[src/rtl/alu_issue_seq.sv]
// alu_issue_seq: issue sequencer sitting in front of a 5-bit combinational ALU.
// Requests are queued in a small FIFO, then applied to the ALU one at a time.
// The select is parked on IDLE_SEL between ops so the ALU always re-evaluates.
// The result is presented downstream over a valid/ready handshake.
// Optional feature: define ALU_ISSUE_SEQ_CNT_EN to add a saturating op_count output.
module alu_issue_seq #(
   parameter int unsigned DEPTH    = 4,
   parameter logic [3:0]  IDLE_SEL = 4'b1111,
   parameter int unsigned SETTLE   = 1
) (
   input  logic       clk,
   input  logic       rst,
   input  logic       in_valid,
   output logic       in_ready,
   input  logic [3:0] in_op,
   input  logic [4:0] in_a,
   input  logic [4:0] in_b,
   output logic [3:0] alu_s,
   output logic [4:0] alu_a,
   output logic [4:0] alu_b,
   input  logic [4:0] alu_y,
   output logic       out_valid,
   input  logic       out_ready,
   output logic [3:0] out_op,
   output logic [4:0] out_result,
`ifdef ALU_ISSUE_SEQ_CNT_EN
   output logic [7:0] op_count,
`endif
   output logic       busy
);

   localparam int unsigned AW = (DEPTH > 1) ? $clog2(DEPTH) : 1;
   localparam int unsigned CW = AW + 1;

   typedef enum logic [1:0] {StIdle, StSetup, StApply, StResult} state_e;

   state_e        state_q, state_d;
   logic [13:0]   mem [DEPTH];
   logic [AW-1:0] wr_ptr_q, rd_ptr_q;
   logic [CW-1:0] count_q;
   logic [2:0]    settle_q;

   logic       push, pop;
   logic       load_ops, start_apply, capture, release_res, last_apply;
   logic [3:0] head_op;
   logic [4:0] head_a, head_b;

   // Full is judged on the registered count only, so a same-cycle pop never frees a slot.
   assign in_ready   = (count_q != CW'(DEPTH));
   assign push       = in_valid && in_ready;
   assign pop        = capture;
   assign head_op    = mem[rd_ptr_q][13:10];
   assign head_a     = mem[rd_ptr_q][9:5];
   assign head_b     = mem[rd_ptr_q][4:0];
   assign last_apply = (settle_q == 3'(SETTLE - 1));
   assign busy       = (state_q != StIdle) || (count_q != '0);

   // FIFO storage write; no reset needed since count gates every read.
   always_ff @(posedge clk) begin
      if (push) begin
         mem[wr_ptr_q] <= {in_op, in_a, in_b};
      end
   end

   // FIFO pointers and occupancy.
   always_ff @(posedge clk or posedge rst) begin
      if (rst) begin
         wr_ptr_q <= '0;
         rd_ptr_q <= '0;
         count_q  <= '0;
      end else begin
         if (push) wr_ptr_q <= wr_ptr_q + AW'(1);
         if (pop)  rd_ptr_q <= rd_ptr_q + AW'(1);
         if (push && !pop)      count_q <= count_q + CW'(1);
         else if (!push && pop) count_q <= count_q - CW'(1);
      end
   end

   // FSM state register.
   always_ff @(posedge clk or posedge rst) begin
      if (rst) state_q <= StIdle;
      else     state_q <= state_d;
   end

   // FSM next-state and datapath strobes.
   always_comb begin
      state_d     = state_q;
      load_ops    = 1'b0;
      start_apply = 1'b0;
      capture     = 1'b0;
      release_res = 1'b0;
      unique case (state_q)
         StIdle: begin
            if (count_q != '0) begin
               load_ops = 1'b1;
               state_d  = StSetup;
            end
         end
         StSetup: begin
            start_apply = 1'b1;
            state_d     = StApply;
         end
         StApply: begin
            if (last_apply) begin
               capture = 1'b1;
               state_d = StResult;
            end
         end
         StResult: begin
            if (out_ready) begin
               release_res = 1'b1;
               state_d     = StIdle;
            end
         end
         default: state_d = StIdle;
      endcase
   end

   // ALU drive and result capture; operands settle one cycle before the select moves.
   always_ff @(posedge clk or posedge rst) begin
      if (rst) begin
         alu_s      <= IDLE_SEL;
         alu_a      <= '0;
         alu_b      <= '0;
         settle_q   <= '0;
         out_valid  <= 1'b0;
         out_op     <= '0;
         out_result <= '0;
      end else begin
         if (load_ops) begin
            alu_a <= head_a;
            alu_b <= head_b;
         end
         if (start_apply) begin
            alu_s    <= head_op;
            settle_q <= '0;
         end else if (state_q == StApply && !last_apply) begin
            settle_q <= settle_q + 3'd1;
         end
         if (capture) begin
            out_result <= alu_y;
            out_op     <= head_op;
            out_valid  <= 1'b1;
            alu_s      <= IDLE_SEL;
         end
         if (release_res) begin
            out_valid <= 1'b0;
         end
      end
   end

`ifdef ALU_ISSUE_SEQ_CNT_EN
   // Completed-handshake counter, saturating at 255.
   always_ff @(posedge clk or posedge rst) begin
      if (rst) begin
         op_count <= '0;
      end else if (release_res && op_count != 8'hFF) begin
         op_count <= op_count + 8'd1;
      end
   end
`endif

endmodule

[config.mk]
export PLATFORM = sky130hd
export DESIGN_NAME = alu_issue_seq
export DESIGN_NICKNAME = d
export VERILOG_FILES = /design/src/rtl/alu_issue_seq.sv
export SDC_FILE = /design/constraint.sdc
export NUM_CORES = 1
export LEC_CHECK = 0
export CAP_MARGIN = 10
export CORE_MARGIN = 8
export CORE_UTILIZATION = 40
export DETAILED_ROUTE_END_ITERATION = 10
export HOLD_SLACK_MARGIN = 0.05
export PLACE_DENSITY = 0.59
export REMOVE_ABC_BUFFERS = 1
export SETUP_SLACK_MARGIN = 0.02
export SLEW_MARGIN = 0
export SYNTH_ARGS = -nofsm -noshare
export SYNTH_HDL_FRONTEND = slang
export SYNTH_SLANG_ARGS = --single-unit
[constraint.sdc]
create_clock -name clk -period 3.3 [get_ports clk]
set_clock_uncertainty 0.2 [all_clocks]
set_input_delay 0.495 -clock clk [delete_from_list [all_inputs] [get_ports clk]]
set_output_delay 0.495 -clock clk [all_outputs]
set_load 0.005 [all_outputs]
==> flow_metrics.tcl <==
set metrics [dict create \
    synth-seq-area-share_pct 69.3 \
    rows 35 \
    syn_avg_cell_area_um2 18.5 \
    ir_worst_vdd_uv 284 \
    synth_warnings 0 \
    finalHoldViolations 0 \
    viasPerCell 5.06 \
    slew_headroom_pct 53.5 \
    holdWs_ps 310 \
    max_freq_mhz 367 \
    yosysUniqueCellTypes 34 \
    multiInputGateArea_mm2 0.00105 \
    p_sw_mw 1.18 \
    grt_pass1_vias 1929 \
    dp_hpwl_um 4420 \
    syn_inst 202 \
    ys_top_cells_by_area "edfxtp_1, dfrtp_1, mux2_2, mux4_2, mux4_1" \
    clock_latency_ps 350 \
    tns_ps 0 \
    post-cts-setup-buffers 0 \
    port_buffers 48 \
    combPwrFrac_pct 34.3 \
    worst_slew_pin_slew_ps 698 \
    power_leakage_nw 1.73 \
    h-tree-depth 3 \
    drv_slew 0 \
    routed_wl_um 6530 \
    via_count 1908 \
    power.total_mw 4.04 \
    nFillCells 766 \
    fin_cells 377 \
    endpoint_kind "output port" \
    final_common_cell "edfxtp_1" \
    die_w_um 113 \
    antenna_found_initial 0 \
    cts_root_buffer "clkbuf_8" \
    place.gp.congestion 0.752 \
    core_mm2 0.00915 \
    clk_pin_slew_ps 90 \
    die-area_mm2 0.0127 \
    clock_power_share_pct 20.8 \
    cts_tree "done" \
    critPathKind "reg -> out" \
    cts_max_path_buffers 2 \
    layout_common_cells "edfxtp_1, clkdlybuf4s50_1, dfrtp_1, mux2_2" \
    ios 49 \
    seqPwrFrac_pct 44.9 \
    clock_sinks 92 \
    synth_top_area_cell "edfxtp_1" \
    grt_usage_pct 10.8 \
    critPathMaxFanout 4 \
    start_util_pct 40.8 \
    syn_area_mm2 0.00373 \
    synth_top_area_share_pct 45.0 \
    syn2layout_area_growth_pct 22.5 \
    hp-class "reg -> reg" \
    fin_crit_sh_pct 82.5 \
    crit_required_ps 2600 \
    setup_viol 0 \
    cap_violations 0 \
    cts-buffers-inserted 9 \
    dpl.cell_count 361 \
    grt_max_degree 37 \
    cts_hold_buf 0 \
    p_sw_share_pct 29.1 \
    diodes 0 \
    ant_nets 0 \
    internal-power_mw 2.86 \
    drt_iter0_drc 63 \
    grt_overflow 0 \
    rsz0062_at_grt "no" \
    arrival_ps 2030 \
    cts-resized-gates 0 \
    nets 297 \
    final_util_pct 50.0 \
    die_h_um 113 \
    cp-start-kind "flip-flop" \
    regArea_mm2 0.00259 \
    finalCriticalPeriod_ps 2720 \
    drc_errors 0 \
    layout-drive-gt1-share_pct 22.2 \
    p_per_area_mw_per_mm2 882 \
    wl_per_cell_um 17.3 \
    grt_pass1_wl_um 10500 \
    dr.pass1.iters 4 \
    status "finished clean" \
    ys_ff_latch 92 \
]
## metrics by stage
step	cell area (um^2)	setup slack (ps)
floorplan	3680	954
detailed placement	4350	644
global route	4580	367
CTS	4580	538
finish	4580	576
global placement	4350	692
## flip-flops by register name, indices dropped and copies added, names as in the netlist, 3 cells and up
name / count
mem: 56
alu_a: 5
alu_b: 5
out_result: 5
alu_s: 4
out_op: 4
count_q: 3
settle_q: 3
## final cells by class
class	instances	share of cell area, %
sequential	92	56.5
clock inverter	6	2.05
inverter	12	0.984
timing repair buffer	55	11.6
multi-input combinational	91	22.9
tap	111	3.04
clock buffer	10	2.79
## cell usage after synthesis (all sizes together)
library cell and count:
a21boi 2, a21oi 2, a221oi 1, a22oi 1, and2 4, buf 4, clkbuf 3, dfrtp 32
dfstp 4, edfxtp 56, fa 1, ha 12, inv 12, mux2 22, mux2i 5, mux4 14
nand2 6, nand2b 1, nand3 3, nor2 5, nor2b 1, nor4b 1, nor4bb 1, o21ai 2
o31ai 1, xnor2 4, xor2 2
## metal layers
metal	GRT usage [%]	up-vias	part of all wire (%)
li1	-	872	-
met1	13.8	992	47
met2	16.6	38	48
met3	3.17	6	4.1
met4	4.86	0	1.3
met5	0	-	0
## logic make-up after synthesis
logic type | share of synthesized area [%]
compound gates | 2.04
simple gates | 3.08
fa+ha+maj | 4.56
xor+xnor | 1.41
buf+inv | 2.61
mux | 17.0
flops | 69.3
## worst max-delay path: stages (launching register included)
cell and delay [ps]:
dfrtp_1 410, inv_1 120, ha_1 220, nor4b_1 400, inv_1 80, clkdlybuf4s50_1 450
## power by group through the flow
stage / logic (mW) / registers (mW) / clock network [mW]
final: 1.39 / 1.81 / 0.840
after global routing: 1.52 / 1.86 / 0.915
after CTS: 1.43 / 1.82 / 0.857
after detailed placement: 1.42 / 1.85 / 0
after global placement: 1.41 / 1.84 / 0
after floorplan: 0.810 / 1.83 / 0
## path summary, 6_finish.rpt
check / depth (start not counted) / slack (ps) / startpoint / to
worst max register to register: 8 / 940 / settle_q[0]$_DFFE_PP0P_ / count_q[1]$_DFFE_PP0P_
worst min register to register: 1 / 310 / out_result[4]$_DFFE_PP0P_ / out_result[4]$_DFFE_PP0P_
min in group asynchronous: 3 / 350 / rst / alu_a[2]$_DFFE_PP0P_
max in group asynchronous: 3 / 2170 / rst / alu_s[1]$_DFFE_PP1P_
worst min-delay path: 1 / 310 / out_result[4]$_DFFE_PP0P_ / out_result[4]$_DFFE_PP0P_
worst max-delay path: 5 / 580 / state_q[0]$_DFFE_PP0P_ / busy
No activity file was read; power rests on OpenSTA's default activity.
